`src/rtl/bldc_commutation_ctrl.sv`:
```
// Six-step trapezoidal BLDC commutation sequencer: align/run/brake FSM, velocity step timer,
// 8-bit PWM with slew-limited duty and dead-time insertion at every phase change.
module bldc_commutation_ctrl #(
    parameter int unsigned PRESC_SHIFT  = 4,
    parameter int unsigned DEAD_CYCLES  = 2,
    parameter int unsigned ALIGN_CYCLES = 1024,
    parameter logic [7:0]  ALIGN_DUTY   = 8'd32,
    parameter logic [7:0]  RAMP_STEP    = 8'd1,
    parameter int unsigned BRAKE_CYCLES = 512
) (
    input  logic       clk,
    input  logic       rst_n,
    input  logic       en,
    input  logic [7:0] vel,
    input  logic [7:0] duty,
    output logic [2:0] phase_state,
    output logic [2:0] pwm_hi,
    output logic [2:0] pwm_lo,
    output logic       running
);
    localparam logic [1:0] ST_IDLE  = 2'd0;
    localparam logic [1:0] ST_ALIGN = 2'd1;
    localparam logic [1:0] ST_RUN   = 2'd2;
    localparam logic [1:0] ST_BRAKE = 2'd3;

    localparam int unsigned PW       = 9 + PRESC_SHIFT;
    localparam int unsigned HOLD_MAX = (ALIGN_CYCLES > BRAKE_CYCLES) ? ALIGN_CYCLES : BRAKE_CYCLES;
    localparam int unsigned HW       = $clog2(HOLD_MAX + 1);
    localparam int unsigned DW       = $clog2(DEAD_CYCLES + 2);
    localparam logic [HW-1:0] ALIGN_LAST = HW'(ALIGN_CYCLES - 1);
    localparam logic [HW-1:0] BRAKE_LAST = HW'(BRAKE_CYCLES - 1);
    localparam logic [PW-1:0] PER_MIN    = PW'(DEAD_CYCLES + 1);
    localparam logic [DW-1:0] DEAD_INIT  = DW'(DEAD_CYCLES);

    logic [1:0]    state_q, state_d;
    logic [HW-1:0] hold_cnt_q, hold_cnt_d;
    logic [PW-1:0] step_cnt_q, step_cnt_d;
    logic [PW-1:0] step_per_q, step_per_d;
    logic          stall_q, stall_d;
    logic [2:0]    phase_q, phase_d;
    logic [DW-1:0] dead_q, dead_d;
    logic [7:0]    pwm_cnt_q, pwm_cnt_d;
    logic [7:0]    duty_eff_q, duty_eff_d;
    logic [2:0]    pwm_hi_q, pwm_hi_d;
    logic [2:0]    pwm_lo_q, pwm_lo_d;
    logic          running_q, running_d;

    logic [PW-1:0] per_raw, per_lat;
    logic [7:0]    diff;
    logic [2:0]    hi_sel, lo_sel;
    logic          active_q, active_d, drive;

    always_comb begin
        per_raw = PW'(9'd256 - {1'b0, vel}) << PRESC_SHIFT;
        per_lat = (per_raw < PER_MIN) ? PER_MIN : per_raw;
    end

    always_comb begin
        state_d = state_q;
        case (state_q)
            ST_IDLE:  if (en) state_d = ST_ALIGN;
            ST_ALIGN: if (!en) state_d = ST_BRAKE;
                      else if (hold_cnt_q == ALIGN_LAST) state_d = ST_RUN;
            ST_RUN:   if (!en) state_d = ST_BRAKE;
            default:  if (hold_cnt_q == BRAKE_LAST) state_d = ST_IDLE;
        endcase
        if (state_d != state_q || state_q == ST_IDLE || state_q == ST_RUN)
            hold_cnt_d = '0;
        else
            hold_cnt_d = hold_cnt_q + 1'b1;
    end

    // Step timer: period latched at every step start; vel==0 freezes it and forces a relatch.
    always_comb begin
        step_cnt_d = step_cnt_q;
        step_per_d = step_per_q;
        stall_d    = stall_q;
        phase_d    = phase_q;
        case (state_d)
            ST_ALIGN: begin
                phase_d    = 3'd1;
                step_cnt_d = '0;
                step_per_d = '0;
                stall_d    = 1'b0;
            end
            ST_RUN: begin
                if (state_q != ST_RUN) begin
                    phase_d    = 3'd1;
                    step_cnt_d = '0;
                    step_per_d = per_lat;
                    stall_d    = (vel == 8'd0);
                end else if (vel == 8'd0) begin
                    stall_d = 1'b1;
                end else if (stall_q) begin
                    step_cnt_d = '0;
                    step_per_d = per_lat;
                    stall_d    = 1'b0;
                end else if (step_cnt_q == step_per_q - 1'b1) begin
                    step_cnt_d = '0;
                    step_per_d = per_lat;
                    phase_d    = (phase_q == 3'd6) ? 3'd1 : phase_q + 3'd1;
                end else begin
                    step_cnt_d = step_cnt_q + 1'b1;
                end
            end
            default: begin
                phase_d    = 3'd0;
                step_cnt_d = '0;
                step_per_d = '0;
                stall_d    = 1'b0;
            end
        endcase
    end

    always_comb begin
        active_q = (state_q == ST_ALIGN) || (state_q == ST_RUN);
        active_d = (state_d == ST_ALIGN) || (state_d == ST_RUN);
        pwm_cnt_d = '0;
        if (active_d && active_q)
            pwm_cnt_d = (pwm_cnt_q == 8'd254) ? '0 : pwm_cnt_q + 8'd1;

        diff = (duty > duty_eff_q) ? duty - duty_eff_q : duty_eff_q - duty;
        duty_eff_d = '0;
        if (state_d == ST_ALIGN || (state_d == ST_RUN && state_q != ST_RUN)) begin
            duty_eff_d = ALIGN_DUTY;
        end else if (state_d == ST_RUN) begin
            duty_eff_d = duty_eff_q;
            if (pwm_cnt_q == 8'd254) begin
                if (diff <= RAMP_STEP)
                    duty_eff_d = duty;
                else if (duty > duty_eff_q)
                    duty_eff_d = duty_eff_q + RAMP_STEP;
                else
                    duty_eff_d = duty_eff_q - RAMP_STEP;
            end
        end

        if (phase_d != phase_q || (state_d == ST_BRAKE && state_q != ST_BRAKE))
            dead_d = DEAD_INIT;
        else if (dead_q != '0)
            dead_d = dead_q - 1'b1;
        else
            dead_d = dead_q;
    end

    always_comb begin
        case (phase_d)
            3'd1:    begin hi_sel = 3'b001; lo_sel = 3'b010; end
            3'd2:    begin hi_sel = 3'b001; lo_sel = 3'b100; end
            3'd3:    begin hi_sel = 3'b010; lo_sel = 3'b100; end
            3'd4:    begin hi_sel = 3'b010; lo_sel = 3'b001; end
            3'd5:    begin hi_sel = 3'b100; lo_sel = 3'b001; end
            3'd6:    begin hi_sel = 3'b100; lo_sel = 3'b010; end
            default: begin hi_sel = 3'b000; lo_sel = 3'b000; end
        endcase
        drive     = active_d && (dead_d == '0);
        pwm_hi_d  = (drive && (pwm_cnt_d < duty_eff_d)) ? hi_sel : '0;
        if (drive)
            pwm_lo_d = lo_sel;
        else if (state_d == ST_BRAKE && dead_d == '0)
            pwm_lo_d = 3'b111;
        else
            pwm_lo_d = '0;
        running_d = (state_d == ST_RUN);
    end

    always_ff @(posedge clk or negedge rst_n) begin
        if (!rst_n) begin
            state_q    <= ST_IDLE;
            hold_cnt_q <= '0;
            step_cnt_q <= '0;
            step_per_q <= '0;
            stall_q    <= 1'b0;
            phase_q    <= '0;
            dead_q     <= '0;
            pwm_cnt_q  <= '0;
            duty_eff_q <= '0;
            pwm_hi_q   <= '0;
            pwm_lo_q   <= '0;
            running_q  <= 1'b0;
        end else begin
            state_q    <= state_d;
            hold_cnt_q <= hold_cnt_d;
            step_cnt_q <= step_cnt_d;
            step_per_q <= step_per_d;
            stall_q    <= stall_d;
            phase_q    <= phase_d;
            dead_q     <= dead_d;
            pwm_cnt_q  <= pwm_cnt_d;
            duty_eff_q <= duty_eff_d;
            pwm_hi_q   <= pwm_hi_d;
            pwm_lo_q   <= pwm_lo_d;
            running_q  <= running_d;
        end
    end

    assign phase_state = phase_q;
    assign pwm_hi      = pwm_hi_q;
    assign pwm_lo      = pwm_lo_q;
    assign running     = running_q;
endmodule
```
`config.mk`:
```
export PLATFORM = sky130hd
export DESIGN_NAME = bldc_commutation_ctrl
export DESIGN_NICKNAME = d
export VERILOG_FILES = /design/src/rtl/bldc_commutation_ctrl.sv
export SDC_FILE = /design/constraint.sdc
export NUM_CORES = 1
export LEC_CHECK = 0
export ABC_AREA = 1
export CORE_UTILIZATION = 40
export DETAILED_ROUTE_END_ITERATION = 8
export PLACE_DENSITY = 0.62
export SLEW_MARGIN = 0
export SYNTH_ARGS = -nofsm -noshare
export SYNTH_HDL_FRONTEND = slang
export SYNTH_SLANG_ARGS = --single-unit
export TNS_END_PERCENT = 10
```
`constraint.sdc`:
```
create_clock -name clk -period 4.35 [get_ports clk]
set_clock_uncertainty 0.05 [all_clocks]
set_input_delay 0.6525 -clock clk [delete_from_list [all_inputs] [get_ports clk]]
set_output_delay 0.6525 -clock clk [all_outputs]
set_load 0.01 [all_outputs]
```
==> impl_metrics.env <==
export IMPL_cts_buffers=9
export IMPL_synthTopCellsByCount="190 x nand2_1, 130 x inv_1, 78 x nor2_1"
export IMPL_layout_min_cycle_time_ns=4.035
export IMPL_drtIter0Drc=230
export IMPL_gp_congestion=0.9176
export IMPL_seqCellArea_um2=1627
export IMPL_n_antenna_cell=0
export IMPL_synth_yosys_seq_area_share=0.3047
export IMPL_yosysWarnings=0
export IMPL_status="completed"
export IMPL_rows=41
export IMPL_cts_max_path_buffers=2
export IMPL_drc=0
export IMPL_synth_most_common_cell="nand2_1"
export IMPL_track_usage=0.1979
export IMPL_synthTopCellsByArea="dfrtp_1 30%, nand2_1 13%, ha_1 9.8%, inv_1 9.1%, nor2_1 5.5%"
export IMPL_hold_viol=0
export IMPL_final_nets=909
export IMPL_synth_cells=770
export IMPL_cp_arrival_ns=4.20
export IMPL_p_per_area_nw_per_um2=471.0
export IMPL_clkTransAtPathRegs_ns=0.06
export IMPL_synth_edf_count=0
export IMPL_critPathCaptureType="register"
export IMPL_vdd_drop_max_mv=0.4238
export IMPL_die_w_um=117.5
export IMPL_ys_types=41
export IMPL_grt_pass1_vias=4988
export IMPL_grt_pass1_wl_mm=22.43
export IMPL_syn_area_per_cell_um2=6.932
export IMPL_cts_hold_buffers=0
export IMPL_slew_viol_final=0
export IMPL_crit_fanout=4
export IMPL_synth_fp_nets=834
export IMPL_timing_fmax_mhz=247.8
export IMPL_worst_skew_pair_late_latency_ns=0.33
export IMPL_r2r_setup_slack_ns=0.36
export IMPL_num_fill_cells=1254
export IMPL_required_ns=4.52
export IMPL_rr_endpoint="step_cnt_q[11]"
export IMPL_wl_mm=12.94
export IMPL_die_h_um=117.5
export IMPL_h_tree_depth=3
export IMPL_period_share=0.9275
export IMPL_drt_pass1_iter_count=5
export IMPL_synth_seq_cells=65
export IMPL_synth_top_cell_by_area="dfrtp_1"
export IMPL_cellLeakagePower_uw=0.003240
export IMPL_synth_ff_type="dfrtp_1"
export IMPL_ant_nets=0
export IMPL_overflow=0
export IMPL_ios=29
export IMPL_antenna_found_initial=0
export IMPL_vias=4950
export IMPL_place_detailed_hpwl_mm=10.22
export IMPL_core_area_um2=12820
export IMPL_multi_input_area_um2=3189
export IMPL_yosysTopAreaCellShare=0.3047
export IMPL_syn_to_final_growth_pct=20.35
export IMPL_r2r_cells=23
export IMPL_worstMarginPinSlew_ns=0.7201
export IMPL_criticalPathCategory="input port to register"
export IMPL_grt_max_degree=35
export IMPL_initial_core_util=0.4162
export IMPL_cts_root_buf="clkbuf_16"
export IMPL_viasPerCell=4.843
export IMPL_rsz0062_at_grt="false"
export IMPL_drive_gt1_frac=0.1388
export IMPL_setup_tns_final_ns=0
export IMPL_cts_sinks=65
export IMPL_place_inst=1006
export IMPL_routedWlPerCell_um=12.66
export IMPL_async_flop_share=1.000
export IMPL_worstReg2RegStart="hold_cnt_q[0]"
export IMPL_dieArea_um2=13810
export IMPL_slew_headroom=0.5199
export IMPL_startpoint_type="input port"
export IMPL_syn_cell_area_um2=5338
export IMPL_io_buffer_count=28
export IMPL_post_cts_buffers=0
export IMPL_hp_class="input port to async pin"
export IMPL_maxCapViolCount=0
export IMPL_instances_no_fill=1022
export IMPL_cts_tree="built"
export IMPL_setup_viol=0
export IMPL_holdWs_ns=0.3240
[power by group]
part,internal [uW],switching [uW],leakage [uW],total [uW]
Clock,384,270,0.000122,653
Combinational,580,1020,0.00223,1600
Sequential,695,76.2,0.000889,771
Total,1660,1370,0.00324,3030
[registers in the layout, summed over array words and instances, names as in the netlist]
name,count
dead_q,2
duty_eff_q,8
hold_cnt_q,11
phase_state,3
pwm_cnt_q,8
pwm_hi,3
pwm_lo,3
running,1
stall_q,1
state_q,2
step_cnt_q,13
step_per_q,10
[through the flow]
| step | utilization | total power, uW | setup WS [ns] | instance area, um^2 |
|---|---|---|---|---|
| CTS | 0.4970 | 3026 | 0.06159 | 6374 |
| floorplan | - | 1878 | 0.4202 | 5338 |
| finish | 0.5009 | 3026 | 0.3152 | 6424 |
| global route | 0.5009 | 3289 | 0.002583 | 6424 |
| global placement | 0.4763 | 2311 | -0.1399 | 6108 |
| detailed placement | 0.4763 | 2347 | -0.2642 | 6108 |
[layout by cell type, fill, tap and decap left out, types with 2 or more instances in the layout]
cell type	n
a21o_1	2
a21oi_1	31
a21oi_2	5
a31oi_1	3
and2_1	2
buf_4	44
clkbuf_1	2
clkbuf_16	9
clkdlybuf4s50_1	27
clkinv_1	2
clkinv_2	2
clkinvlp_4	3
dfrtp_1	65
fa_1	2
ha_1	39
ha_4	2
inv_1	130
inv_2	7
nand2_1	189
nand2_2	16
nand2_4	2
nand3_1	54
nand3_2	4
nand4_1	14
nor2_1	77
nor2_2	7
nor2_4	4
nor3_1	13
nor3b_1	3
o211ai_1	2
o21ai_0	32
o21ai_1	5
o21ai_2	4
o31ai_1	5
xnor2_1	7
xor2_1	24
[area by class of cell]
type	instances	share of cell area
repair buffers	72	0.09427
clock buffers	11	0.03623
clock inverters	5	0.005064
flip-flops and latches	65	0.2532
multi-input cells	558	0.4965
inverters	139	0.08122
well taps	172	0.03350
[worst max-delay path, stage by stage]
cell             delay [ns]
clkdlybuf4s50_1        0.48
inv_1                  0.05
ha_1                   0.18
inv_1                  0.08
fa_2                   0.21
nand2_1                0.07
nand2_1                0.09
nand2_2                0.08
nand2_4                0.09
nand2_8                0.06
buf_4                  0.14
ha_1                   0.31
buf_4                  0.16
nand3_1                0.09
nand2_1                0.06
nand2_1                0.08
nand2_1                0.05
a21oi_1                0.19
xor2_1                 0.09
o21ai_0                0.15
nand2_1                0.10
ha_1                   0.28
nand2_1                0.06
o21ai_1                0.19
nor2_2                 0.07
nand2_2                0.08
nor2_1                 0.04
[metal layers]
metal / track usage / share of wire
met1: 0.2588 / 0.49
met2: 0.3413 / 0.47
met3: 0.02471 / 0.033
met4: 0.05769 / 0.012
met5: 0 / 0
[worst max-delay path by stage]
stage	cells after the start	slack, ns	to	startpoint
floorplan	26	0.42	pwm_hi[2]	duty[0]
global placement	27	-0.14	pwm_hi[2]	duty[0]
detailed placement	27	-0.26	pwm_hi[2]	duty[0]
CTS	27	0.06	pwm_hi[2]	duty[0]
global route	21	0.003	step_cnt_q[12]	hold_cnt_q[0]
finish	27	0.32	pwm_hi[2]	duty[0]
[cell families (layout without fill, tap and decap cells)]
kind of cell | count (synthesis) | in the layout | synth area share
buffers and inverters | 147 | 227 | 0.1071
AOI/OAI and AO/OA | 90 | 90 | 0.09376
adders and majority gates | 45 | 45 | 0.1097
and+or+nand+nor | 391 | 391 | 0.3308
xor gates and xnor gates | 32 | 32 | 0.05392
DFF | 65 | 65 | 0.3047
[timing repair]
action                                  4_1_cts  5_1_grt
endpoints found under the setup margin        0        5
gates resized for setup                       0       12
endpoints found under the hold margin         0        0
(Power assumes the default switching activity.)
